### config.mk
export PLATFORM = sky130hd
export DESIGN_NAME = alu_mc
export DESIGN_NICKNAME = d
export VERILOG_FILES = /design/src/rtl/alu_mc.sv
export SDC_FILE = /design/constraint.sdc
export NUM_CORES = 1
export LEC_CHECK = 0
export ABC_AREA = 1
export CAP_MARGIN = 40
export CELL_PAD_IN_SITES_DETAIL_PLACEMENT = 1
export CELL_PAD_IN_SITES_GLOBAL_PLACEMENT = 2
export CORE_UTILIZATION = 30
export CTS_BUF_LIST = sky130_fd_sc_hd__clkbuf_4
export CTS_CLUSTER_DIAMETER = 30
export DETAILED_ROUTE_END_ITERATION = 8
export PLACE_DENSITY = 0.87
export SLEW_MARGIN = 20
export SYNTH_ARGS = -nofsm -noshare
export SYNTH_HDL_FRONTEND = slang
export SYNTH_SLANG_ARGS = --single-unit
### constraint.sdc
create_clock -name clk -period 4 [get_ports clk]
set_input_delay 0.4 -clock clk [delete_from_list [all_inputs] [get_ports clk]]
set_output_delay 0.4 -clock clk [all_outputs]
set_load 0.005 [all_outputs]
### src/rtl/alu_mc.sv
// rtl/alu_mc.sv - multi-cycle signed ALU with valid/ready handshake and iterative mul/div/rem
module alu_mc #(
  parameter int WIDTH = 8,
  localparam int W_ALU_SEL = 3
) (
  input  logic                 clk,
  input  logic                 rstn,
  input  logic                 s_valid,
  output logic                 s_ready,
  input  logic [WIDTH-1:0]     bus_a,
  input  logic [WIDTH-1:0]     bus_b,
  input  logic [W_ALU_SEL-1:0] alu_sel,
  output logic                 m_valid,
  input  logic                 m_ready,
  output logic [WIDTH-1:0]     alu_out,
  output logic                 zero,
  output logic                 negative,
  output logic                 overflow,
  output logic                 div_by_zero
);

  localparam int CW = (WIDTH > 1) ? $clog2(WIDTH) : 1;
  localparam logic [WIDTH-1:0] MIN_VAL = {1'b1, {(WIDTH-1){1'b0}}};

  typedef enum logic [1:0] {IDLE, BUSY, DONE} state_t;

  state_t               r_state;
  logic [CW-1:0]        r_cnt;
  logic [2:0]           r_op;
  logic                 r_neg;      // sign of the final mul product / quotient
  logic                 r_neg_a;    // sign of the dividend, applied to the remainder
  logic                 r_special;  // MIN / -1 quotient overflow
  logic [2*WIDTH-1:0]   r_acc;      // mul: product; div: partial remainder in low WIDTH+1 bits
  logic [2*WIDTH-1:0]   r_opx;      // mul: shifting multiplicand; div: divisor in low bits
  logic [WIDTH-1:0]     r_opy;      // mul: shifting multiplier; div: dividend / quotient
  logic                 r_m_valid;
  logic [WIDTH-1:0]     r_alu_out;
  logic                 r_zero, r_negative, r_overflow, r_dbz;

  logic                 w_accept;
  logic                 w_is_multi;
  logic [WIDTH-1:0]     w_abs_a, w_abs_b, w_sum, w_diff, w_tmp, w_sc_res;
  logic                 w_sc_ovf, w_sc_dbz;
  logic [2*WIDTH-1:0]   w_mul_acc_nxt, w_prod_s;
  logic [WIDTH:0]       w_div_shift, w_div_rem_nxt;
  logic                 w_div_ge;
  logic [WIDTH-1:0]     w_div_quo_nxt, w_fin_res;
  logic                 w_fin_ovf;

  assign s_ready     = (r_state == IDLE) || ((r_state == DONE) && m_ready);
  assign w_accept    = s_valid && s_ready;
  assign m_valid     = r_m_valid;
  assign alu_out     = r_alu_out;
  assign zero        = r_zero;
  assign negative    = r_negative;
  assign overflow    = r_overflow;
  assign div_by_zero = r_dbz;

  // Decode the incoming op: single-cycle result and flags, or whether it needs the iterative engine
  always_comb begin
    w_abs_a    = bus_a[WIDTH-1] ? (~bus_a + 1'b1) : bus_a;
    w_abs_b    = bus_b[WIDTH-1] ? (~bus_b + 1'b1) : bus_b;
    w_sum      = bus_a + bus_b;
    w_diff     = bus_a - bus_b;
    // bias negative values by one so the arithmetic shift truncates toward zero
    w_tmp      = bus_a + {{(WIDTH-1){1'b0}}, bus_a[WIDTH-1]};
    w_sc_res   = bus_a;
    w_sc_ovf   = 1'b0;
    w_sc_dbz   = 1'b0;
    w_is_multi = 1'b0;
    case (alu_sel)
      3'b001: begin
        w_sc_res = w_sum;
        w_sc_ovf = (bus_a[WIDTH-1] == bus_b[WIDTH-1]) && (w_sum[WIDTH-1] != bus_a[WIDTH-1]);
      end
      3'b010: begin
        w_sc_res = w_diff;
        w_sc_ovf = (bus_a[WIDTH-1] != bus_b[WIDTH-1]) && (w_diff[WIDTH-1] != bus_a[WIDTH-1]);
      end
      3'b011: w_is_multi = 1'b1;
      3'b100: w_sc_res = {w_tmp[WIDTH-1], w_tmp[WIDTH-1:1]};
      3'b101, 3'b110: begin
        if (bus_b == '0) begin
          w_sc_res = (alu_sel == 3'b101) ? {WIDTH{1'b1}} : bus_a;
          w_sc_dbz = 1'b1;
        end else begin
          w_is_multi = 1'b1;
        end
      end
      default: w_sc_res = bus_a;
    endcase
  end

  // One iteration of shift-add multiply / restoring divide, plus the sign-fixed final result
  always_comb begin
    w_mul_acc_nxt = r_acc + (r_opy[0] ? r_opx : '0);
    w_prod_s      = r_neg ? (~w_mul_acc_nxt + 1'b1) : w_mul_acc_nxt;
    w_div_shift   = {r_acc[WIDTH-1:0], r_opy[WIDTH-1]};
    w_div_ge      = w_div_shift >= {1'b0, r_opx[WIDTH-1:0]};
    w_div_rem_nxt = w_div_ge ? (w_div_shift - {1'b0, r_opx[WIDTH-1:0]}) : w_div_shift;
    w_div_quo_nxt = {r_opy[WIDTH-2:0], w_div_ge};
    w_fin_res     = w_prod_s[WIDTH-1:0];
    w_fin_ovf     = 1'b0;
    case (r_op)
      3'b011: begin
        w_fin_res = w_prod_s[WIDTH-1:0];
        w_fin_ovf = !((&w_prod_s[2*WIDTH-1:WIDTH-1]) || (~|w_prod_s[2*WIDTH-1:WIDTH-1]));
      end
      3'b101: begin
        w_fin_res = r_neg ? (~w_div_quo_nxt + 1'b1) : w_div_quo_nxt;
        w_fin_ovf = r_special;
      end
      default: w_fin_res = r_neg_a ? (~w_div_rem_nxt[WIDTH-1:0] + 1'b1) : w_div_rem_nxt[WIDTH-1:0];
    endcase
  end

  // Control FSM, iterative datapath and registered result/flags
  always_ff @(posedge clk or negedge rstn) begin
    if (!rstn) begin
      r_state    <= IDLE;
      r_cnt      <= '0;
      r_op       <= '0;
      r_neg      <= 1'b0;
      r_neg_a    <= 1'b0;
      r_special  <= 1'b0;
      r_acc      <= '0;
      r_opx      <= '0;
      r_opy      <= '0;
      r_m_valid  <= 1'b0;
      r_alu_out  <= '0;
      r_zero     <= 1'b0;
      r_negative <= 1'b0;
      r_overflow <= 1'b0;
      r_dbz      <= 1'b0;
    end else if (w_accept) begin
      r_op <= alu_sel;
      if (w_is_multi) begin
        r_state   <= BUSY;
        r_m_valid <= 1'b0;
        r_cnt     <= CW'(WIDTH-1);
        r_acc     <= '0;
        r_neg     <= bus_a[WIDTH-1] ^ bus_b[WIDTH-1];
        r_neg_a   <= bus_a[WIDTH-1];
        r_special <= (alu_sel == 3'b101) && (bus_a == MIN_VAL) && (&bus_b);
        if (alu_sel == 3'b011) begin
          r_opx <= {{WIDTH{1'b0}}, w_abs_a};
          r_opy <= w_abs_b;
        end else begin
          r_opx <= {{WIDTH{1'b0}}, w_abs_b};
          r_opy <= w_abs_a;
        end
      end else begin
        r_state    <= DONE;
        r_m_valid  <= 1'b1;
        r_alu_out  <= w_sc_res;
        r_zero     <= (w_sc_res == '0);
        r_negative <= w_sc_res[WIDTH-1];
        r_overflow <= w_sc_ovf;
        r_dbz      <= w_sc_dbz;
      end
    end else begin
      case (r_state)
        BUSY: begin
          r_cnt <= r_cnt - 1'b1;
          if (r_op == 3'b011) begin
            r_acc <= w_mul_acc_nxt;
            r_opx <= r_opx << 1;
            r_opy <= r_opy >> 1;
          end else begin
            r_acc <= {{(WIDTH-1){1'b0}}, w_div_rem_nxt};
            r_opy <= w_div_quo_nxt;
          end
          if (r_cnt == '0) begin
            r_state    <= DONE;
            r_m_valid  <= 1'b1;
            r_alu_out  <= w_fin_res;
            r_zero     <= (w_fin_res == '0);
            r_negative <= w_fin_res[WIDTH-1];
            r_overflow <= w_fin_ovf;
            r_dbz      <= 1'b0;
          end
        end
        DONE: begin
          if (m_ready) begin
            r_state   <= IDLE;
            r_m_valid <= 1'b0;
          end
        end
        default: r_state <= IDLE;
      endcase
    end
  end

endmodule

==> flow_summary.json <==
{
  "grt_usage": 0.217,
  "async_reset_ff_frac": 1.00,
  "drv_slew": 0,
  "synthToLayoutAreaGrowth_pct": 12.3,
  "h-tree-depth": 3,
  "power.total_mw": 5.91,
  "powerDensity_nw_per_um2": 747,
  "hp-class": "in -> async",
  "drcViolationCount": 0,
  "io_buffers": 36,
  "grt_max_degree": 29,
  "path_class": "reg -> reg",
  "final_antenna_net_count": 0,
  "overflow": 0,
  "ys_seq_elements": 63,
  "path_clk_slew_ps": 130,
  "netlist_area_sq_um": 7040,
  "cp_data_arrival_time_ps": 3860,
  "die_w_um": 155,
  "p_sw_frac": 0.583,
  "netlist.area_leader.share": 0.224,
  "core-area_sq_um": 22800,
  "cts.sinks": 63,
  "clk-insertion-delay-late_ps": 480,
  "rsz0062_at_grt": "false",
  "path_max_fanout": 18,
  "synth_common_cells": "345 x nand2_1, 181 x inv_1, 98 x nor2_1",
  "drt-total-wl_mm": 24.8,
  "fin_setup_tns_ps": 0,
  "core.rowCount": 55,
  "cts-root-buf": "clkbuf_4",
  "ys.flop_type": "dfrtp_1",
  "seqPwrFrac": 0.188,
  "drv_cap": 0,
  "status": "finished clean",
  "fillers": 3082,
  "end_kind": "flip-flop",
  "multi_input_comb_area_sq_um": 4630,
  "synthTopCellsByArea": "dfrtp_1 22%, nand2_1 18%, inv_1 9.7%, ha_1 8.2%, nand3_1 6.7%",
  "antenna_found_initial": 1,
  "yosysUniqueCellTypes": 50,
  "drt_iter0_drc": 367,
  "slew_headroom": 0.465,
  "cts_setup_buffers": 0,
  "nets": 1267,
  "avgSynthCellArea_sq_um": 6.06,
  "clock_skew_ps": 20.0,
  "synth.largest_area_cell": "dfrtp_1",
  "synthCells": 1162,
  "post-dp-hpwl_mm": 20.5,
  "p_leak_nw": 4.11,
  "grt_pass1_wl_mm": 40.8,
  "synth-edff-count": 0,
  "syn_nets": 1235,
  "io_pins": 37,
  "drt-pass1-iter-count": 5,
  "cts_tree": "built",
  "vias_per_cell": 5.02,
  "grt_pass1_vias": 7931,
  "ir_worst_vdd_uv": 293,
  "vias": 7594,
  "regArea_sq_um": 1580,
  "stdcell_area_sq_um": 7900,
  "initial_core_util": 0.308,
  "fin_crit_ps": 3480,
  "worst_setup_path_start_kind": "flip-flop",
  "fmax_mhz": 287,
  "gp_congestion": 0.883,
  "switchingPower_mw": 3.44,
  "die_h_um": 155,
  "p_int_mw": 2.46,
  "ys_seq_area_frac": 0.224,
  "yosysMostFrequentCell": "nand2_1",
  "cts_made_buffers": 9,
  "wl_per_cell_um": 16.4,
  "yosys_warnings": 0,
  "cts_max_path_buffers": 2,
  "dieArea_sq_um": 24100,
  "finalCritPeriodShare": 0.870,
  "p_clk_frac": 0.073,
  "post_dp_cell_area_sq_um": 7750,
  "tightest_slew_ps": 798,
  "ctsResizeCount": 0,
  "cp_data_required_time_ps": 4380,
  "fin_hold_ws_ps": 423,
  "drive_gt1_frac": 0.0492,
  "power_frac_comb": 0.738,
  "final_hold_viol_count": 0,
  "setup_viol": 0
}
worst max-delay path: stages (launching register included):
cell,delay [ps]
dfrtp_1,750
nand2_1,110
inv_1,90
ha_1,220
fa_1,460
inv_1,110
ha_1,170
inv_1,40
a21oi_1,150
nand3_1,120
nor2_1,100
nand2_1,70
nor2_1,160
nand2_1,110
nand2_1,120
nand3_1,80
nand2_1,70
nand2_1,50
nor2_1,110
nand3_1,80
nand3_1,80
nand2_1,50
nand2_1,50
nand2_1,40
cell families (layout without fill, tap and decap cells):
family	count (synthesis)	after routing	share of synthesized area
AND/OR/NAND/NOR	597	597	0.357
AO/OA/AOI/OAI	219	219	0.181
buffers and inverters	213	250	0.120
flip-flops	63	63	0.224
adder cells (fa/ha/maj)	50	50	0.0931
XOR/XNOR	20	20	0.0249
other	0	1	0
metal layers:
layer / vias to the layer above / part of all wire / global-route usage
met4: 0 / 0.022 / 0.0728
li1: 3850 / - / -
met2: 104 / 0.50 / 0.390
met5: - / 0 / 0
met3: 33 / 0.020 / 0.0175
met1: 3607 / 0.46 / 0.271
sequential cells by signal, indices dropped and copies added (netlist names):
| name | count |
|---|---|
| r_special | 1 |
| r_state | 2 |
| r_opy | 8 |
| r_neg | 1 |
| r_acc | 16 |
| alu_out | 8 |
| r_cnt | 3 |
| r_neg_a | 1 |
| overflow | 1 |
| div_by_zero | 1 |
| zero | 1 |
| r_op | 3 |
| r_opx | 16 |
| m_valid | 1 |
repair_timing:
| item | CTS | global route |
|---|---|---|
| hold buffers | 1 | 0 |
| endpoints found under the setup margin | 0 | 0 |
| hold endpoints to repair | 20 | 0 |
cells in the final DEF, fill, tap and decap left out, types with 3 or more instances in the layout:
| cell | n |
|---|---|
| a21oi_1 | 68 |
| a22oi_1 | 6 |
| a31oi_1 | 8 |
| buf_4 | 11 |
| clkbuf_4 | 9 |
| clkdlybuf4s50_1 | 35 |
| dfrtp_1 | 63 |
| fa_1 | 4 |
| ha_1 | 46 |
| inv_1 | 181 |
| inv_6 | 3 |
| nand2_1 | 345 |
| nand2_2 | 7 |
| nand3_1 | 94 |
| nand3_2 | 4 |
| nand4_1 | 13 |
| nor2_1 | 98 |
| nor3_1 | 20 |
| o211ai_1 | 12 |
| o21ai_0 | 80 |
| o21ai_2 | 5 |
| o21bai_1 | 3 |
| o221ai_1 | 6 |
| o22ai_1 | 11 |
| o31ai_1 | 4 |
| or2_2 | 3 |
| xnor2_1 | 3 |
| xor2_1 | 17 |
per-stage QoR:
stage / utilization / std cells / setup slack (ps)
2_1_floorplan: - / 1162 / 1110
3_3_place_gp: 0.338 / 1493 / 355
3_5_place_dp: 0.339 / 1494 / 305
4_1_cts: 0.345 / 1511 / 492
5_1_grt: 0.346 / 1513 / 21.9
6_report: 0.346 / 1513 / 519
path summary, 6_finish.rpt:
path / endpoint / depth (start not counted) / start / slack, ps
max: overflow / 23 / r_opy[0] / 520
max in group asynchronous: r_opx[7] / 4 / rstn / 2660
min: r_acc[14] / 2 / rstn / 420
min in group clk: r_op[1] / 2 / r_op[1] / 510
min reg2reg: r_op[1] / 2 / r_op[1] / 510
max reg2reg: overflow / 23 / r_opy[0] / 520
power groups by stage:
stage          Combinational, mW  Clock, mW  Sequential (mW)
6_report                    4.36      0.432             1.11
5_1_grt                     4.96      0.460             1.15
4_1_cts                     4.38      0.441             1.11
3_5_place_dp                4.36          0             1.12
3_3_place_gp                4.29          0             1.12
2_1_floorplan               3.20          0             1.02
area by class of cell:
| cell class | count | area share |
|---|---|---|
| clock inverter | 7 | 0.00697 |
| timing repair buffer | 50 | 0.0621 |
| antenna | 1 | 0.000317 |
| clock buffer | 9 | 0.00855 |
| sequential | 63 | 0.199 |
| inverter | 184 | 0.0874 |
| tap | 313 | 0.0496 |
| multi-input combinational | 886 | 0.586 |
Power figures use the tool's default switching activity.
